`src/rtl/spi_bus_responder_pkg.sv`:
```
// rtl/spi_bus_responder_pkg.sv - register offsets, status bits and shift FSM encoding for spi_bus_responder
package spi_bus_responder_pkg;

    localparam logic [1:0] REG_TX      = 2'd0;
    localparam logic [1:0] REG_RX      = 2'd1;
    localparam logic [1:0] REG_CONTROL = 2'd2;
    localparam logic [1:0] REG_STATUS  = 2'd3;

    localparam int STAT_BUSY     = 0;
    localparam int STAT_RX_VALID = 1;
    localparam int STAT_OVERRUN  = 2;

    localparam logic [1:0] ST_IDLE = 2'd0;
    localparam logic [1:0] ST_LOW  = 2'd1;
    localparam logic [1:0] ST_HIGH = 2'd2;
    localparam logic [1:0] ST_DONE = 2'd3;

    // A mask bit of 1 protects its byte lane.
    function automatic logic lane_en(input logic [3:0] mask, input int lane);
        return !mask[lane];
    endfunction

endpackage

```
`src/rtl/spi_bus_responder_if.sv`:
```
// rtl/spi_bus_responder_if.sv - CPU memory bus between initiator (master) and responder (slave)
interface spi_bus_responder_if;
    logic [15:0] address;
    logic [31:0] data_in;
    logic [3:0]  write_mask;
    logic        bus_enable;
    logic        write_enable;
    logic [31:0] data_out;

    modport master (
        output address, data_in, write_mask, bus_enable, write_enable,
        input  data_out
    );

    modport slave (
        input  address, data_in, write_mask, bus_enable, write_enable,
        output data_out
    );
endinterface

```
`src/rtl/spi_bus_responder_shift_engine.sv`:
```
// rtl/spi_bus_responder_shift_engine.sv - mode-0 MSB-first 8-bit SPI shift engine
module spi_shift_engine
    import spi_bus_responder_pkg::*;
(
    input  logic       clk,
    input  logic       reset,
    input  logic       start_i,
    input  logic [7:0] tx_byte_i,
    input  logic [7:0] div_i,
    input  logic       miso_i,
    output logic       spi_clk_o,
    output logic       mosi_o,
    output logic       busy_o,
    output logic       done_o,
    output logic [7:0] rx_byte_o
);

    logic [1:0] state_q,    state_d;
    logic [7:0] cnt_q,      cnt_d;
    logic [7:0] div_q,      div_d;
    logic [2:0] bit_cnt_q,  bit_cnt_d;
    logic [7:0] tx_shift_q, tx_shift_d;
    logic [7:0] rx_shift_q, rx_shift_d;
    logic       sclk_q,     sclk_d;
    logic       mosi_q,     mosi_d;
    logic       busy_q,     busy_d;
    logic       half_done;

    assign half_done = (cnt_q == div_q);

    always_comb begin
        state_d    = state_q;
        cnt_d      = cnt_q;
        div_d      = div_q;
        bit_cnt_d  = bit_cnt_q;
        tx_shift_d = tx_shift_q;
        rx_shift_d = rx_shift_q;
        sclk_d     = sclk_q;
        mosi_d     = mosi_q;
        busy_d     = busy_q;
        case (state_q)
            ST_IDLE: begin
                if (start_i) begin
                    // div is latched here so CONTROL writes mid-transfer wait for the next byte
                    tx_shift_d = tx_byte_i;
                    div_d      = div_i;
                    busy_d     = 1'b1;
                    mosi_d     = tx_byte_i[7];
                    cnt_d      = 8'd0;
                    bit_cnt_d  = 3'd0;
                    state_d    = ST_LOW;
                end
            end
            ST_LOW: begin
                if (half_done) begin
                    cnt_d      = 8'd0;
                    sclk_d     = 1'b1;
                    rx_shift_d = {rx_shift_q[6:0], miso_i};
                    state_d    = ST_HIGH;
                end else begin
                    cnt_d = cnt_q + 8'd1;
                end
            end
            ST_HIGH: begin
                if (half_done) begin
                    cnt_d  = 8'd0;
                    sclk_d = 1'b0;
                    if (bit_cnt_q == 3'd7) begin
                        state_d = ST_DONE;
                    end else begin
                        tx_shift_d = {tx_shift_q[6:0], 1'b0};
                        mosi_d     = tx_shift_q[6];
                        bit_cnt_d  = bit_cnt_q + 3'd1;
                        state_d    = ST_LOW;
                    end
                end else begin
                    cnt_d = cnt_q + 8'd1;
                end
            end
            default: begin
                busy_d  = 1'b0;
                mosi_d  = 1'b0;
                state_d = ST_IDLE;
            end
        endcase
    end

    always_ff @(posedge clk) begin
        if (!reset) begin
            state_q    <= ST_IDLE;
            cnt_q      <= 8'd0;
            div_q      <= 8'd0;
            bit_cnt_q  <= 3'd0;
            tx_shift_q <= 8'd0;
            rx_shift_q <= 8'd0;
            sclk_q     <= 1'b0;
            mosi_q     <= 1'b0;
            busy_q     <= 1'b0;
        end else begin
            state_q    <= state_d;
            cnt_q      <= cnt_d;
            div_q      <= div_d;
            bit_cnt_q  <= bit_cnt_d;
            tx_shift_q <= tx_shift_d;
            rx_shift_q <= rx_shift_d;
            sclk_q     <= sclk_d;
            mosi_q     <= mosi_d;
            busy_q     <= busy_d;
        end
    end

    assign spi_clk_o = sclk_q;
    assign mosi_o    = mosi_q;
    assign busy_o    = busy_q;
    assign done_o    = (state_q == ST_DONE);
    assign rx_byte_o = rx_shift_q;

endmodule

```
`src/rtl/spi_bus_responder.sv`:
```
// rtl/spi_bus_responder.sv - memory-mapped SPI master: bus decode, registers, read mux
// Optional: SPI_BUS_RESPONDER_IRQ_EN adds irq output and CONTROL[9] irq_en.
module spi_bus_responder
    import spi_bus_responder_pkg::*;
#(
    parameter logic [15:0] BASE_ADDR = 16'h8000,
    parameter logic [7:0]  DIV_RESET = 8'd3
) (
    input  logic                 clk,
    input  logic                 reset,
    spi_bus_responder_if.slave   bus,
    output logic                 spi_clk,
    output logic                 spi_mosi,
    output logic                 spi_cs,
`ifdef SPI_BUS_RESPONDER_IRQ_EN
    output logic                 irq,
`endif
    input  logic                 spi_miso
);

    logic [7:0]  div_q,      div_d;
    logic        cs_q,       cs_d;
    logic        irq_en_q,   irq_en_d;
    logic        overrun_q,  overrun_d;
    logic        rx_valid_q, rx_valid_d;
    logic [7:0]  rx_data_q,  rx_data_d;
    logic [31:0] data_out_q, data_out_d;

    logic       hit, wr, rd, tx_start;
    logic [1:0] offs;
    logic       busy, done;
    logic [7:0] rx_byte;
    wire        unused_bits = ^{bus.data_in[31:9], bus.address[1:0], bus.write_mask[3:2]};

    assign hit      = bus.bus_enable && (bus.address[15:4] == BASE_ADDR[15:4]);
    assign wr       = hit && bus.write_enable;
    assign rd       = hit && !bus.write_enable;
    assign offs     = bus.address[3:2];
    assign tx_start = wr && (offs == REG_TX) && lane_en(bus.write_mask, 0) && !busy;

    spi_shift_engine u_engine (
        .clk       (clk),
        .reset     (reset),
        .start_i   (tx_start),
        .tx_byte_i (bus.data_in[7:0]),
        .div_i     (div_q),
        .miso_i    (spi_miso),
        .spi_clk_o (spi_clk),
        .mosi_o    (spi_mosi),
        .busy_o    (busy),
        .done_o    (done),
        .rx_byte_o (rx_byte)
    );

    always_comb begin
        div_d      = div_q;
        cs_d       = cs_q;
        irq_en_d   = irq_en_q;
        overrun_d  = overrun_q;
        rx_valid_d = rx_valid_q;
        rx_data_d  = rx_data_q;
        data_out_d = data_out_q;

        if (wr) begin
            case (offs)
                REG_TX: begin
                    if (lane_en(bus.write_mask, 0) && busy)
                        overrun_d = 1'b1;
                end
                REG_CONTROL: begin
                    if (lane_en(bus.write_mask, 0))
                        div_d = bus.data_in[7:0];
                    if (lane_en(bus.write_mask, 1)) begin
                        cs_d = bus.data_in[8];
`ifdef SPI_BUS_RESPONDER_IRQ_EN
                        irq_en_d = bus.data_in[9];
`endif
                    end
                end
                REG_STATUS: begin
                    if (lane_en(bus.write_mask, 0) && bus.data_in[STAT_OVERRUN])
                        overrun_d = 1'b0;
                end
                default: ;
            endcase
        end

        if (rd) begin
            case (offs)
                REG_RX: begin
                    data_out_d = {24'b0, rx_data_q};
                    rx_valid_d = 1'b0;
                end
                REG_CONTROL: data_out_d = {22'b0, irq_en_q, cs_q, div_q};
                REG_STATUS:  data_out_d = {29'b0, overrun_q, rx_valid_q, busy};
                default:     data_out_d = 32'b0;
            endcase
        end

        // A completing transfer outranks a concurrent RX read's clear.
        if (done) begin
            rx_data_d  = rx_byte;
            rx_valid_d = 1'b1;
        end
    end

    always_ff @(posedge clk) begin
        if (!reset) begin
            div_q      <= DIV_RESET;
            cs_q       <= 1'b1;
            irq_en_q   <= 1'b0;
            overrun_q  <= 1'b0;
            rx_valid_q <= 1'b0;
            rx_data_q  <= 8'd0;
            data_out_q <= 32'd0;
        end else begin
            div_q      <= div_d;
            cs_q       <= cs_d;
            irq_en_q   <= irq_en_d;
            overrun_q  <= overrun_d;
            rx_valid_q <= rx_valid_d;
            rx_data_q  <= rx_data_d;
            data_out_q <= data_out_d;
        end
    end

`ifdef SPI_BUS_RESPONDER_IRQ_EN
    logic irq_q;
    always_ff @(posedge clk) begin
        if (!reset) irq_q <= 1'b0;
        else        irq_q <= irq_en_q && rx_valid_q;
    end
    assign irq = irq_q;
`endif

    assign spi_cs       = cs_q;
    assign bus.data_out = data_out_q;

endmodule

```
`src/flat_wrapper.sv`:
```
// flat-port wrapper written by rule: the top's interface ports become plain ports
module spi_bus_responder_flat import spi_bus_responder_pkg::*;
#(
    parameter logic [15:0] BASE_ADDR = 16'h8000,
    parameter logic [7:0]  DIV_RESET = 8'd3
)
  (clk, reset, spi_clk, spi_mosi, spi_cs, spi_miso, bus_address, bus_data_in, bus_write_mask, bus_bus_enable, bus_write_enable, bus_data_out);
  spi_bus_responder_if bus_i ();
  input  logic clk;
  input  logic reset;
  output logic spi_clk;
  output logic spi_mosi;
  output logic spi_cs;
  input  logic spi_miso;
  input wire logic [$bits(bus_i.address)-1:0] bus_address;
  input wire logic [$bits(bus_i.data_in)-1:0] bus_data_in;
  input wire logic [$bits(bus_i.write_mask)-1:0] bus_write_mask;
  input wire logic [$bits(bus_i.bus_enable)-1:0] bus_bus_enable;
  input wire logic [$bits(bus_i.write_enable)-1:0] bus_write_enable;
  output wire logic [$bits(bus_i.data_out)-1:0] bus_data_out;
  assign bus_i.address = bus_address;
  assign bus_i.data_in = bus_data_in;
  assign bus_i.write_mask = bus_write_mask;
  assign bus_i.bus_enable = bus_bus_enable;
  assign bus_i.write_enable = bus_write_enable;
  assign bus_data_out = bus_i.data_out;
  spi_bus_responder #(.BASE_ADDR(BASE_ADDR), .DIV_RESET(DIV_RESET)) u_core (.clk(clk), .reset(reset), .bus(bus_i), .spi_clk(spi_clk), .spi_mosi(spi_mosi), .spi_cs(spi_cs), .spi_miso(spi_miso));
endmodule
```
`config.mk`:
```
export PLATFORM = sky130hd
export DESIGN_NAME = spi_bus_responder_flat
export DESIGN_NICKNAME = d
export VERILOG_FILES = /design/src/rtl/spi_bus_responder_pkg.sv /design/src/rtl/spi_bus_responder_if.sv /design/src/rtl/spi_bus_responder_shift_engine.sv /design/src/rtl/spi_bus_responder.sv /design/src/flat_wrapper.sv
export SDC_FILE = /design/constraint.sdc
export NUM_CORES = 1
export LEC_CHECK = 0
export ABC_AREA = 1
export BUFFER_PORTS_ARGS = -buffer_cell sky130_fd_sc_hd__buf_2
export CAP_MARGIN = 20
export CELL_PAD_IN_SITES_DETAIL_PLACEMENT = 1
export CELL_PAD_IN_SITES_GLOBAL_PLACEMENT = 2
export CORE_ASPECT_RATIO = 0.9
export CORE_UTILIZATION = 28
export DETAILED_ROUTE_END_ITERATION = 10
export PLACE_DENSITY_LB_ADDON = 0.1
export SYNTH_ARGS = -nofsm -noshare
export SYNTH_HDL_FRONTEND = slang
export SYNTH_SLANG_ARGS = --single-unit
```
`constraint.sdc`:
```
create_clock -name clk -period 2.29 [get_ports clk]
set_clock_uncertainty 0.05 [all_clocks]
set_input_delay 0.1145 -clock clk [delete_from_list [all_inputs] [get_ports clk]]
set_output_delay 0.1145 -clock clk [all_outputs]
set_load 0.01 [all_outputs]
```
==> results.yml, run 1 <==
worst_setup_path:
  critPathLaunchType: "register"
  cp_num_buf_inv: 1
  crit_family: "simple AND/OR/NAND/NOR gates"
  cp-end-kind: "register"
  cp.depth: 10
  cp_cell_sequence: "inv_2 > nand2_1 > nand4_1 > nor2_2 > nand2_2 > nand2_2 > nand3_4 > nand2_1 > nand2_1 > nor2_1"
  critical_path_arrival_ns: 2.05
  crit_top_cell: "nand2_1"
  slowest_delay_ns: 0.47
  reg2reg_depth: 10
  cp_slowest_cell: "dfxtp_1"
  crit_path_max_fanout: 16
  setup.worst_path.class: "reg -> reg"
  cp.required_ns: 2.51
yosys:
  synthTopCellsByCount: "93 x nand2_1, 71 x nor2_1, 67 x dfxtp_1"
  syn_area_sq_um: 3344
  ys.warnings.count: 0
  syn_avg_cell_area_sq_um: 6.939
  seq_area_frac_synth_pct: 40.10
  ys_async_sr_fraction_pct: 0
  synthMostInstantiatedCell: "nand2_1"
  synth_top_area_cell: "dfxtp_1"
  synthTopCellsByArea: "dfxtp_1 40%, nand2_1 10%, nor2_1 8.0%"
  ys_ff_latch: 67
  synth_cells: 482
  synth_top_area_share_pct: 40.10
  ys_types: 32
  synth_edf_count: 0
  synth_top_flop_cell: "dfxtp_1"
placement:
  portBuffers: 41
  dp.final_hpwl_mm: 6.648
  dp.cells: 670
  place_congestion: 0.7196
cells_and_area:
  fillers: 1450
  fin_cells: 690
  n_antenna_cell: 0
  drive_gt1_share_pct: 13.67
  fin_nets: 593
  area_delta_synth_final_pct: 19.60
cts:
  cts_tree: "built"
  cts_buffers: 9
  cts.htree.levels: 3
  clk_pin_slew_ns: 0.06
  cts_buffer_depth: 2
  post_cts_resize_count: 0
  cts_sinks: 67
  root_buffer: "clkbuf_16"
  clkLatencyLatePin_ns: 0.33
routing:
  ant_nets: 0
  remaining_drc_errors: 0
  via_per_inst: 4.358
  first_iter_violations: 130
  wl_mm: 9.011
  wl_per_cell_um: 13.06
  drtPass1Iterations: 4
  dr_total_vias: 3007
pwr:
  p_leak_nw: 1.801
  vdd_ir_drop_max_v: 0.0004827
  power_density_nw_per_um2: 1160
  total_power_mw: 4.640
sta:
  setup_viol: 0
  drv_slew: 0
  maxSlewHeadroom_pct: 53.96
  holdWs_ns: 0.01352
  worstMarginPinSlew_ns: 0.6899
  setup_tns_ns: 0
  fin_crit_sh_pct: 80.18
  hold_viol: 0
  period_needed_ns: 1.836
  max_freq_mhz: 544.6
  rsz0062_at_grt: "false"
global_routing:
  grt_usage_pct: 16.04
  globalRouteOverflowTotal: 0
  antenna_found_initial: 0
  grt_pass1_wl_mm: 14.82
  grt_pass1_vias: 2935
  grt_max_degree: 48
floorplan:
  num_io_pins: 92
  fp.dieW_um: 117.2
  row_count: 37
  fp.dieArea_sq_um: 12390
  floorplan.initialDensity_pct: 29.01
  coreArea_sq_um: 11530
  die_height_um: 105.7
run:
  cap_violations: 0
worst_hold_path:
  hold_path_class: "in -> reg"
  min_path_cells: 3
outcome:
  status: "finished, final reports clean"
## sequential cells by signal, summed over array words and instances (netlist names)
register and flops:
u_core.u_engine.cnt_q 8, u_core.u_engine.tx_shift_q 7, u_core.overrun_q 1, u_core.u_engine.mosi_o 1, u_core.u_engine.busy_o 1, u_core.div_q 8, u_core.bus.data_out 9, u_core.u_engine.state_q 2
u_core.rx_valid_q 1, u_core.u_engine.div_q 8, u_core.u_engine.bit_cnt_q 3, u_core.u_engine.spi_clk_o 1, u_core.u_engine.rx_byte_o 8, u_core.rx_data_q 8, u_core.spi_cs 1
## worst paths after layout
kind	start	to	slack, ns
worst min-delay path	bus_data_in[7]	u_core.div_q[7]	0.01
worst max register to register	u_core.u_engine.cnt_q[5]	u_core.u_engine.tx_shift_q[1]	0.45
worst min register to register	u_core.u_engine.spi_clk_o	u_core.u_engine.spi_clk_o	0.40
worst max-delay path	u_core.u_engine.cnt_q[5]	u_core.u_engine.tx_shift_q[1]	0.45
## tightest hold or removal path: cells and delay by family
kind            cells  cell delay (ns)
compound gates      1             0.11
buf+inv             2             0.13
## layer usage
metal	vias up	track usage (%)	share of wire [%]
met4	0	5.606	1.8
met5	-	0	0
met3	12	5.060	4.6
met2	67	23.91	41
li1	1593	-	-
met1	1335	21.53	52
## what timing repair did
item,in CTS,in global routing
hold buffers,4,0
endpoints found under the hold margin,4,0
buffers inserted,0,0
## metrics by stage
step	cell area [sq um]	util [%]	worst slack (ns)
2_1_floorplan	3427	-	0.5140
3_3_place_gp	3632	31.51	0.4247
3_5_place_dp	3632	31.51	0.4171
4_1_cts	4000	34.70	0.4290
5_1_grt	4000	34.70	0.1853
6_report	4000	34.70	0.4539
## placed cells by master (no fill, tap or decap), types with 2 or more instances in the layout
| cell type | Yosys | layout |
|---|---|---|
| inv_1 | 64 | 64 |
| a21oi_1 | 39 | 39 |
| xnor2_1 | 4 | 4 |
| bufinv_16 | 0 | 2 |
| conb_1 | 1 | 23 |
| buf_4 | 24 | 6 |
| a31oi_1 | 4 | 4 |
| nand2_1 | 93 | 93 |
| a211oi_1 | 3 | 3 |
| nor2_2 | 2 | 2 |
| ha_1 | 7 | 7 |
| o21a_1 | 4 | 4 |
| a221oi_1 | 3 | 3 |
| o21ai_0 | 40 | 40 |
| nand3_1 | 22 | 22 |
| nor2_1 | 71 | 71 |
| nand2_2 | 3 | 3 |
| clkbuf_16 | 0 | 9 |
| dlygate4sd3_1 | 0 | 4 |
| dfxtp_1 | 67 | 67 |
| nand4_1 | 8 | 8 |
| clkinvlp_4 | 0 | 2 |
| buf_2 | 3 | 41 |
## power breakdown
part	internal (mW)	switching, mW
Sequential	1.39	0.124
Clock	0.982	0.538
Combinational	0.509	1.10
Total	2.88	1.76
## layout make-up
cell class,instances,area (sq um),area share [%]
inverters,65,244.0,6.099
flip-flops and latches,67,1341,33.53
repair buffers,51,290.3,7.257
multi-input cells,335,1602,40.04
well taps,156,195.2,4.880
clock buffers,10,239.0,5.974
clock inverters,6,88.84,2.221
## logic make-up (layout without fill, tap and decap cells)
logic type | Yosys count | after routing | synth area share, %
flip-flops | 67 | 67 | 40.10
XOR/XNOR | 5 | 5 | 1.309
other | 1 | 23 | 0.1121
buffers and inverters | 102 | 132 | 14.48
AND/OR/NAND/NOR | 205 | 205 | 26.04
AO/OA/AOI/OAI | 95 | 95 | 15.34
adder cells (fa/ha/maj) | 7 | 7 | 2.619
(Power assumes the default switching activity.)
==> run 2, diff against run 1 <==
clock period = 1.7 ns   (was 2.29 ns; I/O delays follow)
==> results.yml, run 2 (synthesis gave the netlist of run 1 again) <==
outcome:
  status: "finished, final reports clean"
placement:
  portBuffers: 41
  place_area_sq_um: 3801
  dp.final_hpwl_mm: 6.981
  place_congestion: 0.7315
sta:
  period_needed_ns: 1.600
  setup_viol: 0
  maxSlewHeadroom_pct: 51.98
  worstMarginPinSlew_ns: 0.7195
  max_freq_mhz: 624.9
  hold_viol: 0
  rsz0062_at_grt: "true"
  drv_slew: 0
  fin_crit_sh_pct: 94.14
pwr:
  combPwrFrac_pct: 39.8
  p_int_mw: 4.181
  p_sw_share_pct: 38.54
  total_power_mw: 6.803
  p_leak_nw: 1.958
  vdd_ir_drop_max_v: 0.0007245
  seqPwrFrac_pct: 30.1
  power_density_nw_per_um2: 1586
  switchingPower_mw: 2.621
  clkPwrFrac_pct: 30.2
worst_setup_path:
  slowest_delay_ns: 0.32
  critical_path_arrival_ns: 1.79
  cp_slowest_cell: "dfxtp_1"
  setup.worst_path.class: "reg -> reg"
  cp.required_ns: 1.89
  cp-end-kind: "register"
  crit_path_max_fanout: 4
  crit_top_cell: "ha_1"
  cp_cell_sequence: "ha_1 > ha_1 > a21oi_2 > buf_4 > nand4_1 > nand2_1 > nor2_1"
  critPathLaunchType: "register"
cells_and_area:
  n_antenna_cell: 0
  final_cell_mix: "92 x nand2_1, 68 x nor2_1, 63 x inv_1"
  area_delta_synth_final_pct: 28.25
  drive_gt1_share_pct: 20.50
  fin_nets: 620
  layout_commonest_cell: "nand2_1"
  fillers: 1465
  fin_area_sq_um: 4289
  largest_register_ffs: 9
floorplan:
  num_io_pins: 92
  fp.dieW_um: 117.2
  fp.dieArea_sq_um: 12390
  die_height_um: 105.7
  row_count: 37
  coreArea_sq_um: 11530
  floorplan.initialDensity_pct: 29.01
cts:
  clkLatencyLatePin_ns: 0.34
  root_buffer: "clkbuf_16"
  cts_buffers: 9
  cts.htree.levels: 3
  clk_pin_slew_ns: 0.06
  cts_sinks: 67
  cts_tree: "built"
  cts_buffer_depth: 2
routing:
  first_iter_violations: 80
  wl_per_cell_um: 13.10
  wl_met1_mm: 4.769
  dr_wl_met3_um: 356
  drtPass1Iterations: 4
  via_per_inst: 4.434
  remaining_drc_errors: 0
  dr_total_vias: 3179
  met2_length_mm: 4.132
  wl_mm: 9.390
  ant_nets: 0
  top_layer_used: "met4"
run:
  cap_violations: 0
global_routing:
  grt_pass1_vias: 3039
  antenna_found_initial: 0
  grt_pass1_wl_mm: 15.01
  grt_max_degree: 22
  globalRouteOverflowTotal: 0
  grt_usage_pct: 16.14
worst_hold_path:
  hold_path_class: "in -> reg"
==> run 2: final timing paths <==
check | from | end | slack (ns) | cells after the start
max reg2reg | u_core.u_engine.bit_cnt_q[0] | u_core.u_engine.bit_cnt_q[1] | 0.1 | 7
min reg2reg | u_core.u_engine.spi_clk_o | u_core.u_engine.spi_clk_o | 0.40 | 2
max | u_core.u_engine.bit_cnt_q[0] | u_core.u_engine.bit_cnt_q[1] | 0.1 | 7
min | bus_write_mask[1] | u_core.spi_cs | 0.008 | 5
==> run 2: critical path, delay by kind of cell, from the launching register on <==
family                     cells  cell delay (ns)
adders and majority gates      2             0.42
AOI/OAI and AO/OA              1             0.30
DFF                            1             0.32
buffers and inverters          1             0.19
and+or+nand+nor                3             0.21
==> run 2: power by group through the flow <==
| stage | Sequential (mW) | Combinational, mW | Clock [mW] |
|---|---|---|---|
| finish | 2.05 | 2.70 | 2.05 |
| global route | 2.08 | 3.05 | 2.19 |
| CTS | 2.04 | 2.51 | 2.11 |
| detailed placement | 2.07 | 2.48 | 0 |
| global placement | 2.06 | 2.43 | 0 |
| floorplan | 2.04 | 1.65 | 0 |
==> run 2: what timing repair did <==
action / in CTS / in global routing
hold buffers: 7 / 0
buffers inserted: 0 / 1
resized for setup: 0 / 25
setup endpoints to repair: 0 / 24
endpoints found under the hold margin: 7 / 0
==> run 2: metal layers <==
layer	track usage (%)	up-vias
met3	3.795	11
li1	-	1641
met1	21.85	1468
met5	0	-
met2	24.79	59
met4	5.696	0
==> run 2: cell type report <==
cell class                 count  area [sq um]  share of cell area [%]
multi-input combinational    336          1678                   39.12
timing repair buffer          77         496.7                   11.58
tap                          156         195.2                   4.551
sequential                    67          1351                   31.51
clock inverter                 7         98.84                   2.305
inverter                      65         244.0                   5.688
clock buffer                   9         225.2                   5.251
==> run 2: metrics by stage <==
step / setup WS, ns / TNS, ns / util (%) / std cells / hold WS (ns)
floorplan: 0.04730 / 0 / - / 504 / 0.1613
global placement: 0.05795 / 0 / 32.98 / 692 / 0.2856
detailed placement: 0.01467 / 0 / 32.98 / 692 / 0.2930
CTS: 0.02056 / 0 / 36.39 / 715 / 0.0004055
global route: -0.01085 / -0.01624 / 37.21 / 717 / 0.01642
finish: 0.09967 / 0 / 37.21 / 717 / 0.008481
==> run 3, diff against run 2 <==
CORE_ASPECT_RATIO = not set   (was 0.9)
==> results.yml, run 3 (synthesis gave the netlist of run 1 again) <==
cts:
  cts_sinks: 67
  cts_tree: "built"
  cts_buffer_depth: 2
  cts.htree.levels: 3
  root_buffer: "clkbuf_16"
  cts_buffers: 9
  clk_pin_slew_ns: 0.06
  clkLatencyLatePin_ns: 0.33
global_routing:
  antenna_found_initial: 0
  grt_pass1_vias: 3050
  grt_max_degree: 37
  grt_pass1_wl_mm: 15.24
  globalRouteOverflowTotal: 0
  grt_usage_pct: 15.75
cells_and_area:
  n_antenna_cell: 0
  fin_nets: 621
  area_delta_synth_final_pct: 27.12
  ff_latch_area_sq_um: 1358
  multi_input_comb_area_sq_um: 1668
  fin_area_sq_um: 4252
  final_util_pct: 36.92
  layout_commonest_cell: "nand2_1"
  drive_gt1_share_pct: 21.53
  final_cell_mix: "90 x nand2_1, 68 x nor2_1, 60 x inv_1"
  largest_register_ffs: 9
  fillers: 1451
sta:
  setup_viol: 0
  period_needed_ns: 1.608
  drv_slew: 0
  rsz0062_at_grt: "true"
  maxSlewHeadroom_pct: 63.49
  holdWs_ns: 0.01251
  worstMarginPinSlew_ns: 0.5477
  max_freq_mhz: 622.1
  fin_crit_sh_pct: 94.56
  hold_viol: 0
  setup_tns_ns: 0
worst_setup_path:
  reg2reg_depth: 11
  cp.depth: 11
  reg2reg_from: "u_core.u_engine.cnt_q[6]"
  slowest_delay_ns: 0.36
  crit_top_cell: "nand2_1"
  cp_num_buf_inv: 3
  critical_path_arrival_ns: 1.83
  cp_slowest_cell: "dfxtp_4"
  setup.worst_path.class: "reg -> reg"
  crit_end: "u_core.u_engine.state_q[0]"
  critPathLaunchType: "register"
  startpoint: "u_core.u_engine.cnt_q[6]"
  crit_path_max_fanout: 4
  timing.rr.end: "u_core.u_engine.state_q[0]"
  cp.required_ns: 1.92
  reg2reg_slack_ns: 0.09
  cp_cell_sequence: "inv_2 > nand2_1 > nand4_1 > nor2_2 > nand2_2 > buf_4 > nand2_1 > nand3_2 > nand2_1 > inv_1 > nor2_1"
  cp-end-kind: "register"
  crit_family: "simple AND/OR/NAND/NOR gates"
placement:
  place_area_sq_um: 3797
  portBuffers: 41
  dp.final_hpwl_mm: 6.949
  place_congestion: 0.7111
floorplan:
  coreArea_sq_um: 11520
  num_io_pins: 92
  die_height_um: 111.3
  row_count: 39
  fp.dieW_um: 111.3
  floorplan.initialDensity_pct: 29.04
  fp.dieArea_sq_um: 12390
routing:
  remaining_drc_errors: 16
  drtPass1Iterations: 9
  wl_mm: 9.345
  dr_total_vias: 3201
  ant_nets: 0
  wl_per_cell_um: 13.26
  via_per_inst: 4.540
  first_iter_violations: 102
outcome:
  violations: "DRC"
  status: "finished with violations"
pwr:
  vdd_ir_drop_max_v: 0.0006505
  power_density_nw_per_um2: 1543
  p_leak_nw: 1.943
run:
  cap_violations: 0
worst_hold_path:
  hold_path_class: "in -> reg"
[run 3: repair_timing]
item,in CTS,in global routing
setup buffers,0,2
endpoints found under the setup margin,11,20
hold buffers,7,0
pin swaps,0,8
gates resized for setup,1,27
gates cloned,0,1
endpoints found under the hold margin,7,0
[run 3: cell type report]
cell class	count	share of cell area (%)
inverter	65	5.739
sequential	67	31.93
timing repair buffer	78	12.07
multi-input combinational	336	39.23
clock buffer	11	5.945
tap	143	4.208
clock inverter	5	0.8829
[run 3: worst reg2reg max path, cell delays in order, from the launching register on]
cell,delay [ns]
dfxtp_4,0.36
inv_2,0.04
nand2_1,0.05
nand4_1,0.16
nor2_2,0.20
nand2_2,0.13
buf_4,0.16
nand2_1,0.09
nand3_2,0.11
nand2_1,0.08
inv_1,0.04
nor2_1,0.09
[run 3: worst min path at each step]
stage | endpoint | cells after the start | from | slack [ns]
after detailed placement | u_core.div_q[0] | 3 | bus_data_in[0] | 0.31
final | u_core.spi_cs | 5 | bus_write_mask[1] | 0.01
after CTS | u_core.spi_cs | 5 | bus_write_mask[1] | 0.001
after floorplan | u_core.div_q[0] | 2 | bus_data_in[0] | 0.16
after global routing | u_core.spi_cs | 5 | bus_write_mask[1] | 0.03
after global placement | u_core.div_q[0] | 3 | bus_data_in[0] | 0.31
[run 3: layer usage]
metal / track usage, % / vias to the layer above / part of all wire [%]
met1: 21.63 / 1479 / 51
met3: 3.171 / 12 / 3.6
met2: 24.04 / 61 / 44
met4: 6.216 / 0 / 1.5
li1: - / 1649 / -
met5: 0 / - / 0
[run 3: stage by stage]
step	setup WS [ns]	power [mW]	std cells
2_1_floorplan	0.04730	3.689	504
3_3_place_gp	0.04112	4.508	679
3_5_place_dp	-0.001030	4.572	679
4_1_cts	0.01594	6.423	702
5_1_grt	-0.04131	7.083	705
6_report	0.09243	6.561	705
[run 3: power breakdown]
group / internal [mW] / switching, mW / leakage (nW)
sequential: 1.88 / 0.179 / 0.549
clock: 1.07 / 0.720 / 0.138
combinational: 1.04 / 1.67 / 1.26
